### config.mk
export PLATFORM = sky130hd
export DESIGN_NAME = fnd_scan_controller
export DESIGN_NICKNAME = d
export VERILOG_FILES = /design/src/rtl/fnd_scan_controller.sv
export SDC_FILE = /design/constraint.sdc
export NUM_CORES = 1
export LEC_CHECK = 0
export ABC_AREA = 1
export CELL_PAD_IN_SITES_DETAIL_PLACEMENT = 1
export CELL_PAD_IN_SITES_GLOBAL_PLACEMENT = 2
export CORE_ASPECT_RATIO = 1.75
export CORE_MARGIN = 10
export CORE_UTILIZATION = 32
export DETAILED_ROUTE_END_ITERATION = 6
export PLACE_DENSITY_LB_ADDON = 0.25
export SETUP_SLACK_MARGIN = 0.02
export SLEW_MARGIN = 20
export SYNTH_ARGS = -nofsm -noshare
export SYNTH_HDL_FRONTEND = slang
export SYNTH_SLANG_ARGS = --single-unit
### constraint.sdc
create_clock -name i_clk -period 1.95 [get_ports i_clk]
set_input_delay 0.2925 -clock i_clk [delete_from_list [all_inputs] [get_ports i_clk]]
set_output_delay 0.2925 -clock i_clk [all_outputs]
set_load 0.02 [all_outputs]
### src/rtl/fnd_scan_controller.sv
// fnd_scan_controller: time-multiplexed scan driver for a 4-digit FND.
// Each digit slot is a dark gap followed by a lit period. The BCD value
// and the leading-zero mode are captured once per frame, so a frame never
// mixes old and new digits.
module fnd_scan_controller #(
  parameter int SHOW_CYCLES  = 100000,
  parameter int BLANK_CYCLES = 1000
) (
  input  logic        i_clk,
  input  logic        i_reset_n,
  input  logic        i_run,
  input  logic [15:0] i_value,
  input  logic        i_leadZeroBlank,
  output logic [1:0]  o_digitSelect,
  output logic        o_blank,
  output logic [3:0]  o_bcd,
  output logic        o_frameDone
);

  localparam int MAX_CYCLES = (SHOW_CYCLES > BLANK_CYCLES) ? SHOW_CYCLES : BLANK_CYCLES;
  localparam int CNT_W      = (MAX_CYCLES > 1) ? $clog2(MAX_CYCLES) : 1;
  localparam logic [CNT_W-1:0] SHOW_LAST  = CNT_W'(SHOW_CYCLES - 1);
  localparam logic [CNT_W-1:0] BLANK_LAST = CNT_W'(BLANK_CYCLES - 1);

  typedef enum logic {
    ST_BLANK,
    ST_SHOW
  } scan_state_t;

  scan_state_t      state_q, state_d;
  logic [1:0]       index_q, index_d;
  logic [CNT_W-1:0] count_q, count_d;
  logic [15:0]      snap_q;
  logic             lzb_q;
  logic             frame_done_d;
  logic             snap_load;
  logic             upper_zero;

  // Next-state logic: blank gap, then lit period, then advance to the next digit.
  always_comb begin
    state_d      = state_q;
    index_d      = index_q;
    count_d      = count_q + 1'b1;
    frame_done_d = 1'b0;
    if (!i_run) begin
      state_d = ST_BLANK;
      index_d = 2'd0;
      count_d = '0;
    end else begin
      case (state_q)
        ST_BLANK: begin
          if (count_q == BLANK_LAST) begin
            state_d = ST_SHOW;
            count_d = '0;
          end
        end
        ST_SHOW: begin
          if (count_q == SHOW_LAST) begin
            state_d      = ST_BLANK;
            count_d      = '0;
            index_d      = index_q + 2'd1;
            frame_done_d = (index_q == 2'd3);
          end
        end
        default: begin
          state_d = ST_BLANK;
          count_d = '0;
        end
      endcase
    end
  end

  // The very first cycle of a frame is the only point where new display data is taken.
  assign snap_load = i_run && (state_q == ST_BLANK) && (index_q == 2'd0) && (count_q == '0);

  // Scan state, frame pulse and per-frame snapshot registers.
  always_ff @(posedge i_clk or negedge i_reset_n) begin
    if (!i_reset_n) begin
      state_q     <= ST_BLANK;
      index_q     <= 2'd0;
      count_q     <= '0;
      snap_q      <= 16'h0000;
      lzb_q       <= 1'b0;
      o_frameDone <= 1'b0;
    end else begin
      state_q     <= state_d;
      index_q     <= index_d;
      count_q     <= count_d;
      o_frameDone <= frame_done_d;
      if (snap_load) begin
        snap_q <= i_value;
        lzb_q  <= i_leadZeroBlank;
      end
    end
  end

  // A digit is a leading zero when it and every digit above it are zero; digit 0 never is.
  always_comb begin
    upper_zero = 1'b0;
    case (index_q)
      2'd1:    upper_zero = (snap_q[15:4] == 12'h000);
      2'd2:    upper_zero = (snap_q[15:8] == 8'h00);
      2'd3:    upper_zero = (snap_q[15:12] == 4'h0);
      default: upper_zero = 1'b0;
    endcase
  end

  assign o_digitSelect = index_q;
  assign o_bcd         = snap_q[{index_q, 2'b00} +: 4];
  assign o_blank       = (state_q == ST_BLANK) || (lzb_q && upper_zero);

endmodule

After elaboration in Yosys (flattened, before gate mapping)
Cells that the tools add are included.
- register bits: 38
- input port bits: 20
- output and inout port bits: 8
- logic and storage cells: 43
- add/subtract/negate cells: 2
- eq/ne operators: 7
- shift operators: 1
- muxes and demuxes: 15
- bitwise gates (word level): 1
- reduce and logical (&&, ||, !) cells: 11
- operators by type and width (kind ; number):
    $mux 17 ; 3
    $pmux 17 s2 ; 1
    $add 17x1->17 const B ; 1
    $eq 17x10->1 const B ; 1
    $eq 17x17->1 const B ; 1
    $logic_not 17->1 ; 1
    $shiftx 16x5->4 ; 1
    $logic_not 12->1 ; 1
    $logic_not 8->1 ; 1
    $mux 1 ; 6
    $mux 2 ; 3
    $eq 2x2->1 const B ; 2
    $logic_and 1x1->1 ; 4
    $logic_not 4->1 ; 1
    $ne 2x1->1 const B ; 2
    $pmux 1 s3 ; 1
    $add 2x1->2 const B ; 1
    $eq 2x1->1 const B ; 1
    $logic_not 2->1 ; 1
    $pmux 1 s2 ; 1
    $reduce_and 2->1 ; 1
    $logic_or 1x1->1 ; 1
    $not 1->1 ; 1

Depth between registers and ports, before layout
Gate-level depths: netlist of the first run.
- depth in word-level cells: 4
- gate-level depth with buffers: 10
- depth with buffers taken out: 8

Worst setup path before layout of the first run
No wires, ideal clock.
- path type: reg-to-output
- start point: register index_q[0] (netlist: o_digitSelect[0])
- end point: output port o_blank
- arrival time: 1.574 ns
- data required time: 1.657 ns
- setup slack: 0.083 ns
- cell stages (with the launch flop): 9
- path buffers: 2
- cells stage by stage: dfrtp_1 -> clkbuf_2 -> inv_1 -> buf_2 -> ha_1 -> nand3b_1 -> nor3_1 -> nand2_1 -> nand2_1
- cells in the longest elaborated chain, start to end: 4
- elaborated cells between the ends (all ways): 6
- those cells by class: eq/ne (3); mux (1); reduce/logical (2)
- RTL lines (what ; RTL line ; text):
    start: declaration ; 31 ; logic [1:0] index_q, index_d;
    start signal: assignment ; 87 ; index_q <= index_d;
    $eq 2x2->1 / $eq 2x1->1 (equally long branches) ; 100 ; case (index_q)
    $pmux 1 s3 * ; 100 ;
    $logic_and 1x1->1 * ; 110 ; assign o_blank = (state_q == ST_BLANK) || (lzb_q && upper_zero);
    $logic_or 1x1->1 * ; 110 ;
    end: declaration ; 15 ; output logic o_blank,
Mark *: on every way between the ends. The rest lies on a longest branch, timed or not.

Final worst setup path of the first run
- start point: register index_q[0] (netlist: o_digitSelect[0])
- end point: output port o_bcd[3]
- cells in the longest elaborated chain, start to end: 1
- RTL lines (what ; RTL line ; text):
    $shiftx 16x5->4 ; 109 ; assign o_bcd = snap_q[{index_q, 2'b00} +: 4];
    end: declaration ; 16 ; output logic [3:0] o_bcd,
No other way between the ends.

==> implementation parameters, run 1 <==
Parameter                              Value

Clock tree
  Number of hold buffers added after cts ... 0
  Buffers from clock root to sink, at most ... 2
  Number of H-tree levels ... 2
  Clock insertion delay at the later pin of the skew report ... between 200 and 300 ps
  Clock tree from TritonCTS ... done
  Inserted Clock Buffers ... 5
  Buffer type at the clock tree root ... sky130_fd_sc_hd__clkbuf_16
  Resized Gates After CTS ... 7
  Clock edge transition at the registers on the reported setup and hold paths ... about 60 ps
  Number of setup buffers added after CTS ... 0
  # clock sinks ... 38

Power
  Static leakage power ... 1.30 nW
  Power per cell area ... slightly above 800 nW/µm²
  Worst IR drop on VDD ... 451 µV

Layout
  # fillers ... just over 800
  NumNets Final ... 339
  Proportion of layout cells with a drive suffix above 1 ... roughly 21%
  Footprint of the multi-input gates ... 1030 µm²
  Register area ... about 950 µm²
  Final antenna diode count ... 0
  Area growth from synthesis to final layout ... 26.3%

Timing
  Tcrit/Tclk final ... 94.7%
  RSZ-0062 raised after global routing ... no
  Endpoints failing setup ... 0
  Minimum clock period after layout ... ~1800 ps
  Worst slew pin tran ... around 540 ps
  Worst slack on hold paths ... -14.2 ps
  Clock skew ... about 5.6 ps
  Post-route setup slack ... between 100 and 150 ps
  Peak clock frequency supported by timing ... 542 MHz
  Max-slew violation count ... 0
  Final hold viol count ... 6
  Post-route setup TNS ... 0 ps
  Headroom to the max-slew limit ... around 64%

Outcome
  Violations in the final reports ... hold timing
  Status ... finished, violations left

Yosys
  Sequential cell area fraction in the yosys report ... 43.5%
  Flop and latch count out of synthesis ... 38
  Netlist area before placement ... approximately 2200 µm²
  Mux share of post-synthesis cell area ... 0%
  Main combinational cell family by area after synthesis ... simple AND/OR/NAND/NOR gates
  Synth cell types ... 26
  Adder-Cell Fraction of Synth Area ... between 4 and 5%
  XOR/XNOR Fraction of Synth Area ... between 3 and 4%
  Post-synthesis compound-gate area fraction ... a little under an eighth
  Count of warnings emitted by yosys ... 0
  Synthesized area divided by synthesized cell count ... about 8 µm²
  Number of nets produced by synthesis ... 298
  Simple logic cell fraction of the synthesized area ... 28.0%
  Synthesized netlist cell count ... 271

Drt
  Number of remaining DRC errors ... 0
  DR pass1 iterations ... 4
  Remaining number of nets flagged by the antenna check after routing ... 0
  DR vias/cell ... 4.69
  Vias ... between 1500 and 2000
  Initial detailed-routing violation count ... 61
  Overall routed net length ... roughly 6000 µm
  WL/cell ... between 15 and 20 µm

Worst setup path
  FF-to-FF Start ... o_digitSelect[0]
  Data required time of the worst path ... roughly 1700 ps
  Critical path startpoint ... o_digitSelect[0]
  CP Capture Point ... o_bcd[3]
  Critical Path Source Type ... register
  Category of the most critical setup path ... register to output pin
  Arrival time at the worst endpoint ... 1550 ps
  Critical R2R Capture ... snap_q[15]
  Largest stage delay on the critical path ... 380 ps
  Critical path, cell by cell ... inv_1 -> buf_4 -> o21ai_0 -> o22ai_1 -> dlygate4sd2_1
  Number of cells on the worst reg-to-reg path ... 9
  Slowest cell on the critical path ... sky130_fd_sc_hd__dlygate4sd2_1
  Kind of capture point of the worst setup path ... output pin
  Critical Path Fanout Max ... 5
  Setup slack of the worst register-to-register path ... between 300 and 400 ps

Die
  Die boundary width ... 82.5 µm
  Core outline area ... between 6000 and 7000 µm²
  I/O pin cnt ... 28
  # rows ... 39
  Initial cell density of the core ... between 30% and 40%
  Vertical die dimension ... between 100 and 150 µm
  Die ar. ... 10700 µm²

Global routing
  Number of antenna violations at the first check in global routing ... 0
  Number of global-route vias before repair ... approximately 2100
  First-pass GRT wire length ... just over 10000 µm
  Remaining global-route overflow ... 0
  Largest net degree at the start of global routing ... 35
  Total Routing Usage GR ... 12.5%

Worst hold path
  Class of the tightest hold or removal check ... input port to asynchronous set/reset pin

Run
  Number of max-capacitance violations reported ... 0

Place
  Count of buffers from port buffering ... 27
  Detailed-placement wirelength estimate ... 4910 µm
  RePlAce Congestion ... ~0.85
  Pre-CTS worst setup slack ... between 5 and 6 ps
==> routing by layer <==
metal	track usage [%]	vias to the layer above	routed length, µm
li1	-	921	-
met1	12.4	890	2170
met2	23.8	28	3470
met3	3.05	12	206
met4	4.63	0	181
met5	0	-	0
==> critical path: cells and delay by family (launching register included) <==
kind / cells / cell delay [ps]
compound gates: 2 / 240
flops: 1 / 370
buf+inv: 3 / 670
==> per-stage QoR <==
stage          util [%]  total power (W)  instances  hold WS (ps)  area [µm²]
2_1_floorplan         -          0.00116        271         -3.09        2190
3_3_place_gp       39.6          0.00133        387           313        2610
3_5_place_dp       39.6          0.00134        387           311        2610
4_1_cts            42.1          0.00226        395          8.28        2770
5_1_grt            41.9          0.00236        395          23.8        2760
6_report           41.9          0.00223        395         -14.2        2760
==> flip-flops by register name (all words and copies together) (netlist names) <==
name           flops
o_digitSelect      2
o_frameDone        1
state_q            1
snap_q            16
lzb_q              1
count_q           17
==> Yosys cell counts <==
master	n	area share, %
sky130_fd_sc_hd__o21ai_2	17	6.8
sky130_fd_sc_hd__nor2_4	1	0.52
sky130_fd_sc_hd__nand2_2	8	2.3
sky130_fd_sc_hd__clkbuf_2	1	0.23
sky130_fd_sc_hd__o21ai_1	3	0.69
sky130_fd_sc_hd__xor2_1	6	2.4
sky130_fd_sc_hd__inv_1	40	6.9
sky130_fd_sc_hd__o21ai_0	11	2.5
sky130_fd_sc_hd__or2_2	1	0.29
sky130_fd_sc_hd__xnor2_1	2	0.80
sky130_fd_sc_hd__nand3_4	1	0.80
sky130_fd_sc_hd__nand4_1	1	0.29
sky130_fd_sc_hd__buf_2	1	0.23
sky130_fd_sc_hd__o21bai_1	1	0.34
sky130_fd_sc_hd__ha_1	7	4.0
sky130_fd_sc_hd__nand3b_1	1	0.34
sky130_fd_sc_hd__a21oi_1	4	0.92
sky130_fd_sc_hd__dfrtp_1	38	44
sky130_fd_sc_hd__nor3_1	4	0.92
sky130_fd_sc_hd__nand3_1	18	4.1
sky130_fd_sc_hd__nand3_2	2	0.92
sky130_fd_sc_hd__nor2_2	8	2.3
sky130_fd_sc_hd__buf_6	4	2.1
sky130_fd_sc_hd__nor2_1	43	7.4
sky130_fd_sc_hd__o22ai_1	2	0.57
sky130_fd_sc_hd__nand2_1	46	7.9
==> worst min path at each step <==
| stage | endpoint | slack (ps) | cells after the start |
|---|---|---|---|
| 2_1_floorplan | count_q[0] | -3 | 0 |
| 3_3_place_gp | count_q[16] | 310 | 1 |
| 5_1_grt | count_q[16] | 20 | 1 |
| 4_1_cts | count_q[16] | 8 | 1 |
| 6_report | count_q[16] | -10 | 1 |
| 3_5_place_dp | count_q[16] | 310 | 1 |
==> cells by family (layout without fill, tap and decap cells) <==
kind of cell / count (synthesis) / in the layout
simple gates: 134 / 134
compound gates: 38 / 38
buf+inv: 46 / 88
xor+xnor: 8 / 8
fa+ha+maj: 7 / 7
flops: 38 / 38
==> where the power goes <==
| group | internal [W] | switching [W] |
|---|---|---|
| combinational | 0.000157 | 0.000197 |
| sequential | 0.000874 | 0.0000730 |
| clock | 0.000599 | 0.000326 |
| total | 0.00163 | 0.000596 |
==> cell usage in the layout (no fill, tap or decap), types with 8 or more instances in the layout <==
master	n
sky130_fd_sc_hd__buf_4	12
sky130_fd_sc_hd__clkdlybuf4s50_1	21
sky130_fd_sc_hd__dfrtp_1	38
sky130_fd_sc_hd__inv_1	39
sky130_fd_sc_hd__nand2_1	46
sky130_fd_sc_hd__nand2_2	8
sky130_fd_sc_hd__nand3_1	18
sky130_fd_sc_hd__nor2_1	43
sky130_fd_sc_hd__nor2_2	8
sky130_fd_sc_hd__o21ai_0	10
sky130_fd_sc_hd__o21ai_2	17
==> cell type report <==
class	count	area share (%)
tap	82	3.72
clock inverter	3	1.45
sequential	38	34.4
timing repair buffer	40	13.0
multi-input combinational	187	37.5
clock buffer	5	4.53
inverter	40	5.44
Power figures use the tool's default switching activity.
==> run 2: changes to the inputs <==
--- a/config.mk
+++ b/config.mk
@@ -12,7 +12,9 @@
 export CORE_MARGIN = 10
 export CORE_UTILIZATION = 32
 export DETAILED_ROUTE_END_ITERATION = 6
+export GPL_ROUTABILITY_DRIVEN = 0
 export PLACE_DENSITY_LB_ADDON = 0.25
+export RECOVER_POWER = 100
 export SETUP_SLACK_MARGIN = 0.02
 export SLEW_MARGIN = 20
 export SYNTH_ARGS = -nofsm -noshare
==> run 2 against run 1 <==
The run now ends clean. Sequential cell count unchanged. Non-clock buffer count unchanged. Clock power about the same. First-iteration DRC count increased by 11%. Combinational power decreased by 12%. Largest power group unchanged. Highest routed layer unchanged.
==> implementation parameters, run 2 (synthesized netlist as in run 1, its figures left out) <==
Parameter                              Value

Die
  Die boundary width ... 82.5 µm (unchanged)
  Core outline area ... 6590 µm² (unchanged)
  I/O pin cnt ... 28 (unchanged)
  Initial cell density of the core ... 33.2% (unchanged)
  # rows ... 39 (unchanged)
  Vertical die dimension ... 129 µm (unchanged)
  Die ar. ... 10700 µm² (unchanged)

Layout
  Flip-flop count of the largest register after layout ... 17 (unchanged)
  Area growth from synthesis to final layout ... 22.3%
  Post-route cell area ... 2670 µm² (-3.2%)
  Proportion of layout cells with a drive suffix above 1 ... 13.4% (-7.3 points)
  NumNets Final ... 339 (unchanged)
  # fillers ... 838 (+1.3%)
  Commonest non-fill, non-tap cell in the layout ... sky130_fd_sc_hd__nand2_1
  Commonest non-fill, non-tap cells in the layout ... 48 x sky130_fd_sc_hd__nand2_1, 46 x sky130_fd_sc_hd__nor2_1, 39 x sky130_fd_sc_hd__inv_1
  Final antenna diode count ... 0 (unchanged)
  Final core utilization ... 40.6% (-1.3 points)
  Largest reg by FF count ... count_q

Timing
  Tcrit/Tclk final ... 94.7% (about the same)
  Endpoints failing setup ... 0 (unchanged)
  Minimum clock period after layout ... 1850 ps (+0.977 ps)
  Max-slew violation count ... 0 (unchanged)
  Final hold viol count ... 0 (-6)
  Post-route setup TNS ... 0 ps (unchanged)
  Worst slew pin tran ... 1290 ps (+749 ps)
  Peak clock frequency supported by timing ... 541 MHz (about the same)
  RSZ-0062 raised after global routing ... no
  Clock skew ... 6.42 ps (+0.787 ps)
  Headroom to the max-slew limit ... 14.2% (-50 points)

Run
  Number of max-capacitance violations reported ... 0 (unchanged)

Worst setup path
  CP Capture Point ... o_bcd[3]
  Largest stage delay on the critical path ... 380 ps (about the same)
  Critical Path Source Type ... register
  Critical path, cell by cell ... inv_1 -> buf_4 -> o21ai_0 -> o22ai_1 -> dlygate4sd2_1
  Kind of capture point of the worst setup path ... output pin
  Arrival time at the worst endpoint ... 1560 ps (about the same)
  Setup slack of the worst register-to-register path ... 210 ps (-170 ps)
  Number of cells on the critical path ... 5 (unchanged)
  Slowest cell on the critical path ... sky130_fd_sc_hd__dfrtp_1
  Buffers and inverters on the worst path ... 3 (unchanged)
  Number of cells on the worst reg-to-reg path ... 9 (unchanged)
  Critical R2R Capture ... snap_q[0]
  Category of the most critical setup path ... register to output pin
  FF-to-FF Start ... o_digitSelect[0]
  Critical path startpoint ... o_digitSelect[0]
  Critical Path Fanout Max ... 5 (unchanged)
  Family of cells with the greatest summed delay on the critical path ... buffers and inverters
  Data required time of the worst path ... 1660 ps (about the same)

Power
  Power per cell area ... 816 nW/µm² (+1.3%)
  Worst IR drop on VDD ... 451 µV (+0.18%)
  Static leakage power ... 1.26 nW (-2.4%)

Drt
  DR pass1 iterations ... 4 (unchanged)
  Overall routed net length ... 6040 µm (+0.30%)
  WL/cell ... 15.3 µm (+0.30%)
  Remaining number of nets flagged by the antenna check after routing ... 0 (unchanged)
  DR vias/cell ... 4.71 (+0.59%)
  Initial detailed-routing violation count ... 68 (+11%)
  Number of remaining DRC errors ... 0 (unchanged)
  Vias ... 1862 (+0.59%)

Clock tree
  Clock tree from TritonCTS ... done
  Buffers from clock root to sink, at most ... 2 (unchanged)
  # clock sinks ... 38 (unchanged)
  Inserted Clock Buffers ... 5 (unchanged)
  Number of hold buffers added after cts ... 0 (unchanged)
  Buffer type at the clock tree root ... sky130_fd_sc_hd__clkbuf_16
  Number of setup buffers added after CTS ... 0 (unchanged)
  Clock insertion delay at the later pin of the skew report ... 280 ps (about the same)
  Number of H-tree levels ... 2 (unchanged)
  Clock edge transition at the registers on the reported setup and hold paths ... 60 ps (about the same)

Global routing
  Remaining global-route overflow ... 0 (unchanged)
  Total Routing Usage GR ... 12.5% (unchanged)
  First-pass GRT wire length ... 10300 µm (unchanged)
  Largest net degree at the start of global routing ... 35 (unchanged)
  Number of global-route vias before repair ... 2064 (unchanged)
  Number of antenna violations at the first check in global routing ... 0 (unchanged)

Place
  Detailed-placement wirelength estimate ... 4910 µm (unchanged)
  Count of buffers from port buffering ... 27 (unchanged)
  Standard cell area after detailed placement ... 2610 µm² (unchanged)

Worst hold path
  Class of the tightest hold or removal check ... input port to asynchronous set/reset pin

Outcome
  Status ... finished, final reports clean
run 2: cell type report:
cell class	count	area (µm²)	share of cell area [%]
Clock buffer	5	125	4.68
Clock inverter	3	40.0	1.50
Inverter	40	150	5.62
Multi-Input combinational cell	187	976	36.5
Sequential cell	38	951	35.6
Tap cell	82	103	3.84
Timing Repair Buffer	40	328	12.3
run 2: stage by stage:
step / hold slack [ps] / setup WS (ps) / instances / power, W
6_report: 271 / 102 / 395 / 0.00218
5_1_grt: 378 / 27.6 / 395 / 0.00232
4_1_cts: 8.28 / 26.9 / 395 / 0.00226
3_5_place_dp: 311 / 5.58 / 387 / 0.00134
3_3_place_gp: 313 / 37.9 / 387 / 0.00133
2_1_floorplan: -3.09 / 83.5 / 271 / 0.00116
run 2: power breakdown:
part	total [W]	internal, W	switching (W)	leakage (nW)
combinational	0.000310	0.000132	0.000178	0.680
clock	0.000924	0.000599	0.000325	0.0836
sequential	0.000948	0.000874	0.0000742	0.501
total	0.00218	0.00160	0.000578	1.26
run 2: repair_timing:
| item | CTS | global route |
|---|---|---|
| endpoints found under the setup margin | 5 | 5 |
| pin swaps | 0 | 0 |
| resized for setup | 7 | 11 |
run 2: how the worst min path moves through the flow:
stage | depth (start not counted) | slack [ps] | to | startpoint
after detailed placement | 1 | 310 | count_q[16] | i_reset_n
after CTS | 1 | 8 | count_q[16] | i_reset_n
after global routing | 1 | 380 | count_q[16] | i_reset_n
after floorplan | 0 | -3 | count_q[0] | i_reset_n
after global placement | 1 | 310 | count_q[16] | i_reset_n
final | 1 | 270 | count_q[16] | i_reset_n
run 2: layer usage:
metal | vias up | part of all wire (%) | global-route usage (%)
met3 | 12 | 3.5 | 3.05
li1 | 922 | - | -
met2 | 32 | 57 | 23.8
met1 | 896 | 36 | 12.4
met5 | - | 0 | 0
met4 | 0 | 2.9 | 4.63
==> run 3: changes to the inputs <==
--- a/config.mk
+++ b/config.mk
@@ -14,7 +14,6 @@
 export DETAILED_ROUTE_END_ITERATION = 6
 export GPL_ROUTABILITY_DRIVEN = 0
 export PLACE_DENSITY_LB_ADDON = 0.25
-export RECOVER_POWER = 100
 export SETUP_SLACK_MARGIN = 0.02
 export SLEW_MARGIN = 20
 export SYNTH_ARGS = -nofsm -noshare
==> results of run 3 <==
No change in the layout: final DEF, timing and power equal those of run 1.
